File: src/rtl/sdram_pkg.sv
// Shared widths and arbiter state encoding for the SDRAM front end.
package sdram_pkg;

  localparam int unsigned SDRAM_ADDR_WIDTH = 25;
  localparam int unsigned SDRAM_DATA_WIDTH = 32;

  typedef enum logic [1:0] {
    StIdle  = 2'd0,
    StIssue = 2'd1,
    StDone  = 2'd2
  } arb_state_e;

endpackage

File: src/rtl/sdram_rr_pick.sv
// Combinational two-way pick: a lone requester wins, ties go to the client
// other than last_grant when round_robin is set, else to client 0.
module sdram_rr_pick (
  input  logic [1:0] request,
  input  logic       last_grant,
  input  logic       round_robin,
  output logic       valid,
  output logic       grant_index
);

  always_comb begin
    valid = |request;
    case (request)
      2'b11:   grant_index = round_robin ? ~last_grant : 1'b0;
      2'b10:   grant_index = 1'b1;
      default: grant_index = 1'b0;
    endcase
  end

endmodule

File: src/rtl/sdram_arbiter.sv
// Two-client arbiter owning the controller's 4-phase command/response handshake.
// The granted request is latched and held toward the controller for the whole transaction.
module sdram_arbiter
  import sdram_pkg::*;
#(
  parameter int unsigned ADDR_WIDTH  = SDRAM_ADDR_WIDTH,
  parameter int unsigned DATA_WIDTH  = SDRAM_DATA_WIDTH,
  parameter bit          ROUND_ROBIN = 1'b1
) (
  input  logic                    osc_50,
  input  logic                    reset_50m_n,
  input  logic [1:0]              client_command,
  input  logic [1:0]              client_write,
  input  logic [2*ADDR_WIDTH-1:0] client_address,
  input  logic [2*DATA_WIDTH-1:0] client_data_write,
  output logic [1:0]              client_response,
  output logic [DATA_WIDTH-1:0]   client_data_read,
  output logic                    sdram_command,
  input  logic                    sdram_response,
  output logic                    sdram_write,
  output logic [ADDR_WIDTH-1:0]   sdram_address,
  output logic [DATA_WIDTH-1:0]   sdram_data_write,
  input  logic [DATA_WIDTH-1:0]   sdram_data_read
);

  arb_state_e state_q;
  logic       grant_q;
  logic       last_grant_q;
  logic       pick_valid;
  logic       pick_index;

  sdram_rr_pick u_pick (
    .request     (client_command),
    .last_grant  (last_grant_q),
    .round_robin (ROUND_ROBIN),
    .valid       (pick_valid),
    .grant_index (pick_index)
  );

  always_ff @(posedge osc_50 or negedge reset_50m_n) begin
    if (!reset_50m_n) begin
      state_q          <= StIdle;
      grant_q          <= 1'b0;
      last_grant_q     <= 1'b1;
      sdram_command    <= 1'b0;
      sdram_write      <= 1'b0;
      sdram_address    <= '0;
      sdram_data_write <= '0;
      client_response  <= 2'b00;
      client_data_read <= '0;
    end else begin
      unique case (state_q)
        StIdle: begin
          // A high sdram_response here is the tail of a transaction cut short by reset.
          if (!sdram_response && pick_valid) begin
            grant_q          <= pick_index;
            last_grant_q     <= pick_index;
            sdram_command    <= 1'b1;
            sdram_write      <= client_write[pick_index];
            sdram_address    <= client_address[pick_index*ADDR_WIDTH +: ADDR_WIDTH];
            sdram_data_write <= client_data_write[pick_index*DATA_WIDTH +: DATA_WIDTH];
            state_q          <= StIssue;
          end
        end
        StIssue: begin
          if (sdram_response) begin
            if (!sdram_write) client_data_read <= sdram_data_read;
            sdram_command   <= 1'b0;
            client_response <= grant_q ? 2'b10 : 2'b01;
            state_q         <= StDone;
          end
        end
        StDone: begin
          if (!client_command[grant_q] && !sdram_response) begin
            client_response <= 2'b00;
            state_q         <= StIdle;
          end
        end
        default: state_q <= StIdle;
      endcase
    end
  end

endmodule
File: config.mk
export PLATFORM = sky130hd
export DESIGN_NAME = sdram_arbiter
export DESIGN_NICKNAME = d
export VERILOG_FILES = /design/src/rtl/sdram_pkg.sv /design/src/rtl/sdram_rr_pick.sv /design/src/rtl/sdram_arbiter.sv
export SDC_FILE = /design/constraint.sdc
export NUM_CORES = 1
export LEC_CHECK = 0
export ABC_AREA = 1
export BUFFER_PORTS_ARGS = -buffer_cell sky130_fd_sc_hd__buf_4
export CORE_MARGIN = 1
export CORE_UTILIZATION = 49
export CTS_CLUSTER_DIAMETER = 40
export DETAILED_ROUTE_END_ITERATION = 7
export PLACE_DENSITY = 0.9
export SKIP_CTS_REPAIR_TIMING = 1
export SLEW_MARGIN = 25
export SYNTH_ARGS = -nofsm -noshare
export SYNTH_HDL_FRONTEND = slang
export SYNTH_SLANG_ARGS = --single-unit
File: constraint.sdc
create_clock -name osc_50 -period 3.9 [get_ports osc_50]
set_clock_uncertainty 0.1 [all_clocks]
set_input_delay 0.39 -clock osc_50 [delete_from_list [all_inputs] [get_ports osc_50]]
set_output_delay 0.39 -clock osc_50 [all_outputs]
set_load 0.005 [all_outputs]
Word level (Yosys, flattened, before mapping)
Index checks and enable logic that the tools add are counted.
{"block": "classes", "shift": 2, "n_eq_ne": 7, "muxes": 15, "n_bitwise": 2, "order_cmp": 2, "n_mul": 1, "n_reduce_logical": 13}
{"operator": "indexed part select 64 x 7 -> 32 bit", "count": 1}
{"operator": "indexed part select 50 x 7 -> 25 bit", "count": 1}
{"operator": "AND reduction 3 bit", "count": 4}
{"operator": "two-way mux 2 bit", "count": 5}
{"operator": "== test 2 bit (second input constant)", "count": 3}
{"operator": "multiplier 1 x 5 -> 6 bit (second input constant)", "count": 1}
{"operator": "two-way mux 1 bit", "count": 6}
{"operator": "inequality test 2 bit (second input constant)", "count": 3}
{"operator": "case mux 2 bit (3 select lines)", "count": 1}
{"operator": "< comparator 1 x 2 -> 1 bit (second input constant)", "count": 2}
{"operator": "case mux 1 bit (2 select lines)", "count": 2}
{"operator": "case mux 2 bit (2 select lines)", "count": 1}
{"operator": "nonzero test 2 bit", "count": 2}
{"operator": "== test 2 x 1 -> 1 bit (second input constant)", "count": 1}
{"operator": "logical AND 1 bit", "count": 2}
{"operator": "logical NOT 1 bit", "count": 2}
{"operator": "logical NOT 2 bit", "count": 1}
{"operator": "NOT 1 bit", "count": 2}
{"operator": "AND reduction 2 bit", "count": 1}
{"operator": "OR reduction 2 bit", "count": 1}
{"block": "word_totals", "wordCells": 51, "in_bits": 153, "out_inout_bits": 93, "reg_bits": 97}

Depth between registers and ports, before layout
Gate-level depths: netlist of the first run.
{"block": "logic_depth", "word_depth": 6, "mapped_depth": 7, "ltp_nobuf": 6}

Modules after synthesis
A second synthesis of the first run with hierarchy kept.
{"block": "hier_totals", "hier_cells": 612, "area_unflattened_um2": 4779.6}
{"mod": "sdram_arbiter", "area_per_inst_um2": 4735.8, "cells_per_inst": 603, "instances": 1, "seq_area_each_um2": 2428.6}
{"mod": "sdram_rr_pick", "area_per_inst_um2": 43.8, "cells_per_inst": 9, "instances": 1, "seq_area_each_um2": 0.0}

Worst setup path before layout of the first run
Ideal clock, no wire load.
{"block": "synth_timing", "path_type": "reg2reg", "start": "reg last_grant_q", "end": "reg sdram_address[20]", "path_stages_with_launch": 8, "t_required_ns": 3.684, "arrival_ns": 1.121, "setup_slack_ns": 2.562, "setup_time_ns": 0.116, "n_path_buf": 2, "period_less_slack_ns": 1.338, "path_cell_list": "dfstp_2 nand2_1 buf_2 buf_4 nand3_1 nand2_1 nand2_1 nand2_1"}
{"block": "synth_between", "elab_chain_len": 4}
{"element": "from (decl)", "line_no": "sdram_arbiter.sv:28", "text": "logic last_grant_q;"}
{"element": "from (signal assigned)", "line_no": "sdram_arbiter.sv:57", "text": "last_grant_q <= pick_index;"}
{"element": "NOT 1 bit", "line_no": "sdram_rr_pick.sv:14", "text": "2'b11: grant_index = round_robin ? ~last_grant : 1'b0;"}
{"element": "case mux 1 bit (2 select lines)", "line_no": "sdram_rr_pick.sv:13", "text": "case (request)"}
{"element": "multiplier 1 x 5 -> 6 bit", "line_no": "sdram_arbiter.sv:60", "text": "sdram_address <= client_address[pick_index*ADDR_WIDTH +: ADDR_WIDTH];"}
{"element": "indexed part select 50 x 7 -> 25 bit", "line_no": "sdram_arbiter.sv:60"}
{"element": "to (signal assigned)", "line_no": "sdram_arbiter.sv:60"}
{"element": "to (decl)", "line_no": "sdram_arbiter.sv:21", "text": "output logic [ADDR_WIDTH-1:0] sdram_address,"}
No other way between the ends.
A chain may end at the register's enable or synchronous reset.

Worst setup path after layout of the first run
{"block": "layout_timing", "start": "reg state_q[0]", "end": "reg client_data_read[5]"}
{"block": "layout_between", "elab_chain_len": 2}
{"element": "from (decl)", "line_no": "sdram_arbiter.sv:26", "text": "arb_state_e state_q;"}
{"element": "from (signal assigned)", "line_no": "sdram_arbiter.sv:42", "text": "state_q <= StIdle;"}
{"element": "from (signal assigned)", "line_no": "sdram_arbiter.sv:62", "text": "state_q <= StIssue;"}
{"element": "from (signal assigned)", "line_no": "sdram_arbiter.sv:70", "text": "state_q <= StDone;"}
{"element": "== test 2 x 1 -> 1 bit", "line_no": "sdram_arbiter.sv:52", "text": "unique case (state_q)"}
{"element": "AND reduction 3 bit (no line)"}
{"element": "to (signal assigned)", "line_no": "sdram_arbiter.sv:67", "text": "if (!sdram_write) client_data_read <= sdram_data_read;"}
{"element": "to (decl)", "line_no": "sdram_arbiter.sv:17", "text": "output logic [DATA_WIDTH-1:0] client_data_read,"}
No other way between the ends.

==> results of run 1 <==
[cells in the final DEF, fill, tap and decap left out, types with 2 or more instances in the layout]
| cell | count |
|---|---|
| nand2_1 | 368 |
| buf_4 | 247 |
| dfrtp_1 | 96 |
| nand3_1 | 94 |
| clkbuf_8 | 10 |
| nor2_1 | 3 |
| inv_2 | 3 |
| nor2_4 | 2 |
| nand4_1 | 2 |
| o21ai_0 | 2 |
| clkinvlp_4 | 2 |
| clkbuf_1 | 2 |
[critical path, stage by stage (launching register included)]
cell	delay [ps]
dfrtp_1	430
inv_2	90
nor2_4	580
nand2_1	800
nand2_1	260
nand2_1	80
[kinds of logic (layout without fill, tap and decap cells)]
kind of cell,Yosys count,count (layout),synth area share
compound gates,3,3,0.00324
buf+inv,44,268,0.0580
flops,97,97,0.524
simple gates,473,473,0.415
[path summary, 6_finish.rpt]
kind | start | end | slack, ps | cells after the start
worst max-delay path | state_q[0]$_DFFE_PN0P_ | client_data_read[5]$_DFFE_PN0P_ | 1440 | 5
worst min-delay path | reset_50m_n | sdram_data_write[22]$_DFFE_PN0P_ | -4 | 1
worst max register to register | state_q[0]$_DFFE_PN0P_ | client_data_read[5]$_DFFE_PN0P_ | 1440 | 5
worst min register to register | sdram_data_write[7]$_DFFE_PN0P_ | sdram_data_write[7]$_DFFE_PN0P_ | 380 | 2
max in group asynchronous | reset_50m_n | sdram_data_write[30]$_DFFE_PN0P_ | 3090 | 1
min in group osc_50 | sdram_data_read[7] | client_data_read[7]$_DFFE_PN0P_ | 170 | 3
[stage by stage]
step | setup slack (ps) | cell area, sq um | power (mW) | hold slack (ps) | utilization
6_report | 1440 | 6580 | 4.30 | -3.81 | 0.715
5_1_grt | 1150 | 6580 | 4.64 | 79.0 | 0.715
4_1_cts | 1430 | 6570 | 4.34 | 48.3 | 0.715
3_5_place_dp | 1380 | 6400 | 3.75 | 359 | 0.696
3_3_place_gp | 1460 | 6390 | 3.67 | 354 | 0.695
2_1_floorplan | 2560 | 4640 | 2.69 | -5.59 | -
[state kept, by name (all words and copies together), names as in the netlist]
signal            cells
sdram_write           1
client_response       2
grant_q               1
last_grant_q          1
client_data_read     32
sdram_command         1
state_q               2
sdram_data_write     32
sdram_address        25
[metal layers]
metal	global-route usage	vias to the layer above	part of all wire
met1	0.339	2183	0.41
li1	-	2363	-
met4	0.0995	0	0.020
met5	0	-	0
met2	0.439	215	0.49
met3	0.0464	25	0.076
[layout make-up]
cell class,instances,share of cell area
Clock inverter,4,0.00438
Inverter,4,0.00228
Tap cell,111,0.0211
Sequential cell,97,0.369
Multi-Input combinational cell,476,0.297
Clock buffer,12,0.0221
Timing Repair Buffer,248,0.284
[power breakdown]
group	switching, mW	total [mW]	internal (mW)
registers	0.306	1.81	1.50
clock network	0.330	0.580	0.250
logic	0.968	1.92	0.950
==> flow_summary.ini, run 1 <==
[detailed_routing]
routed_wl_um = 12700
drc_errors = 0
wl_per_cell_um = 13.4
num_vias = 4786
vias_per_cell = 5.03
drtIter0Drc = 180
drtPass1Iterations = 5
antenna_left = 0

[clocking]
cts_tree = done
clk_latency_ps = 340
cts_buffers = 9
clkSlewWorstSetupHoldPaths_ps = 100
htreeDepth = 3
clock-sinks = 97
clock-root-buffer = clkbuf_8
max-clock-path-buffers = 2

[logic_synthesis]
yosysSeqAreaShare = 0.524
synth_commonest_cells = 370 x nand2_1, 96 x dfrtp_1, 94 x nand3_1
synthArstFlopShare = 1.00
syn_inst = 617
yosysTopAreaCellShare = 0.518
ys_ff_latch = 97
syn-num-nets = 770
yosysWarnings = 0
synth_area_leaders = dfrtp_1 52%, nand2_1 30%, nand3_1 10%, buf_2 2.2%, buf_6 1.9%
ys_types = 18
syn_area_sq_mm = 0.00464
synth_most_common_cell = nand2_1
avgSynthCellArea_sq_um = 7.52
synth_top_cell_by_area = dfrtp_1
synth_edf_count = 0
synth-main-ff-cell = dfrtp_1

[finish]
syn2layout_area_growth_pct = 41.8
multi_input_area_sq_mm = 0.00195
final_cell_count_no_fill = 952
n_antenna_cell = 0
final_nets = 989
drive_gt1_frac = 0.323
regArea_sq_mm = 0.00243
fill_cells = 721

[sta]
timing.final.crit_share = 0.630
hold_viol_final = 2
rsz0062_at_grt = false
finalHoldWorstSlack_ps = -3.81
worst_pin_slew_ps = 956
slew_headroom = 0.361
fin_crit_ps = 2460
finalSetupViolCount = 0
fin_setup_tns_ps = 0
drv_slew = 0
fmaxAchievable_mhz = 407

[hold_path]
min_path_type = in2async

[power_and_ir_drop]
p_leak_nw = 3.87
vdd_drop_max_mv = 0.410
power.density_mw_per_mm2 = 654

[die]
fp.dieH_um = 99.3
dieArea_sq_mm = 0.00986
ios = 246
rows = 35
die_w_um = 99.3
start_util = 0.504
coreArea_sq_mm = 0.00920

[run_status]
failed_checks = negative hold slack
outcome = finished, violations left

[run]
max_cap_viol_count = 0

[grt]
grt_max_degree = 98
grt-ovfl-total = 0
grt_pass1_wl_um = 20600
antenna_found_initial = 0
grt_pass1_vias = 4435
track_usage = 0.261

[placement]
dp_cells = 936
gp_congestion = 0.832
numPortBuffers = 245
dp_hpwl_um = 9100

[critical_path]
arrival_ps = 2590
path_class = reg2reg
crit_path_max_fanout = 35
endpoint_kind = register
startpoint_type = register
cp.required_ps = 4040
Note: power is estimated with default switching activity, not from simulation.
==> inputs of run 2 (changes only) <==
--- a/config.mk
+++ b/config.mk
@@ -8,10 +8,10 @@
 export ABC_AREA = 1
 export BUFFER_PORTS_ARGS = -buffer_cell sky130_fd_sc_hd__buf_4
 export CORE_MARGIN = 1
-export CORE_UTILIZATION = 49
+export CORE_UTILIZATION = 45
 export CTS_CLUSTER_DIAMETER = 40
 export DETAILED_ROUTE_END_ITERATION = 7
-export PLACE_DENSITY = 0.9
+export PLACE_DENSITY = 0.84
 export SKIP_CTS_REPAIR_TIMING = 1
 export SLEW_MARGIN = 25
 export SYNTH_ARGS = -nofsm -noshare
==> constraint.sdc (replaced) <==
create_clock -name osc_50 -period 2.52 [get_ports osc_50]
set_clock_uncertainty 0.1 [all_clocks]
set_input_delay 0.252 -clock osc_50 [delete_from_list [all_inputs] [get_ports osc_50]]
set_output_delay 0.252 -clock osc_50 [all_outputs]
set_load 0.005 [all_outputs]
==> flow_summary.ini, run 2 (synthesis gave the netlist of run 1 again) <==
[detailed_routing]
drtPass1Iterations = 4
antenna_left = 0
drc_errors = 0
drtIter0Drc = 299
num_vias = 4807
vias_per_cell = 4.90
wl_per_cell_um = 13.6
routed_wl_um = 13300

[grt]
met2_usage = 0.437
track_usage = 0.257
grt_use_met3 = 0.0566
grt_pass1_wl_um = 22200
grt_pass1_vias = 4678
grt_busiest_layer = met2
antenna_found_initial = 0
use_met1 = 0.320
grt-ovfl-total = 0
grt_max_degree = 59

[die]
dieArea_sq_mm = 0.0107
rows = 36
fp.dieH_um = 104
start_util = 0.470
ios = 246
coreArea_sq_mm = 0.00986
die_w_um = 104

[clocking]
max-clock-path-buffers = 2
cts_tree = done
clk_latency_ps = 330
clock-sinks = 97
htreeDepth = 3
clkSlewWorstSetupHoldPaths_ps = 80
clock-root-buffer = clkbuf_8
cts_buffers = 9

[sta]
drv_slew = 0
finalSetupViolCount = 0
hold_viol_final = 0
timing.final.crit_share = 0.666
rsz0062_at_grt = false
fin_setup_tns_ps = 0
fin_crit_ps = 1680
worst_pin_slew_ps = 589
fmaxAchievable_mhz = 596
finalHoldWorstSlack_ps = 36.1
slew_headroom = 0.607

[power_and_ir_drop]
p_leak_nw = 3.92
vdd_drop_max_mv = 0.419
seq_power_share = 0.417
pwr-share-clk = 0.129
switchingPower_mw = 2.49
swShare = 0.369
power.internal_mw = 4.24
p_comb_frac = 0.455
power.density_mw_per_mm2 = 1010

[critical_path]
arrival_ps = 1800
path_class = reg2reg
crit_path_max_fanout = 35
endpoint_kind = register
cp.required_ps = 2640
startpoint_type = register
r2r_setup_slack_ps = 840

[placement]
dp_hpwl_um = 9860
numPortBuffers = 245
gp_congestion = 0.875

[finish]
syn2layout_area_growth_pct = 44.0
reg_top3 = client_data_read (32), sdram_data_write (32), sdram_address (25)
mostFrequentLayoutCells = 368 x nand2_1, 254 x buf_4, 96 x dfrtp_1
drive_gt1_frac = 0.327
final_nets = 998
n_antenna_cell = 0
final_common_cell = nand2_1

[hold_path]
min_path_type = in2reg

[run_status]
outcome = completed

[run]
max_cap_viol_count = 0
==> run 2: metal layers <==
layer,vias to the layer above,share of wire
li1,2373,-
met4,0,0.018
met1,2207,0.42
met2,208,0.49
met3,19,0.074
met5,-,0
==> run 2: final cells by class <==
type | instances | area [sq um]
timing repair buffer | 257 | 1960
clock buffer | 14 | 163
multi-input combinational | 476 | 1950
tap | 133 | 166
fill | 821 | 3190
sequential | 97 | 2430
inverter | 4 | 15.0
==> run 2: worst paths after layout <==
path                                                   from                          endpoint  cells past startpoint
hold reg to reg            client_data_read[27]$_DFFE_PN0P_  client_data_read[27]$_DFFE_PN0P_                      2
hold / removal                           sdram_data_read[3]   client_data_read[3]$_DFFE_PN0P_                      3
setup reg to reg                     state_q[0]$_DFFE_PN0P_  client_data_read[12]$_DFFE_PN0P_                      7
max in group asynchronous                       reset_50m_n          last_grant_q$_DFFE_PN1P_                      3
min in group asynchronous                       reset_50m_n  client_data_read[22]$_DFFE_PN0P_                      2
setup / recovery                     state_q[0]$_DFFE_PN0P_  client_data_read[12]$_DFFE_PN0P_                      7
==> run 2: power by group through the flow <==
stage          logic, mW  clock network [mW]  registers, mW
2_1_floorplan       1.36                   0           2.81
4_1_cts             3.08               0.895           2.80
6_report            3.06               0.866           2.80
5_1_grt             3.41               0.956           2.89
3_5_place_dp        3.09                   0           2.81
3_3_place_gp        2.96                   0           2.80
==> run 2: critical path, cell delays in order (launching register included) <==
cell and delay [ps]:
dfrtp_1 420, inv_2 90, nor2_4 80, buf_4 330, nand2_1 80, buf_4 250, nand2_1 120, nand2_1 70
==> run 2: metrics by stage <==
| step | worst slack [ps] | cells | cell area (sq um) | power (mW) | util |
|---|---|---|---|---|---|
| floorplan | 1180 | 617 | 4640 | 4.16 | - |
| global placement | 789 | 966 | 6510 | 5.75 | 0.660 |
| detailed placement | 674 | 966 | 6510 | 5.90 | 0.660 |
| CTS | 863 | 980 | 6670 | 6.78 | 0.676 |
| global route | 695 | 981 | 6680 | 7.26 | 0.677 |
| finish | 842 | 981 | 6680 | 6.73 | 0.677 |
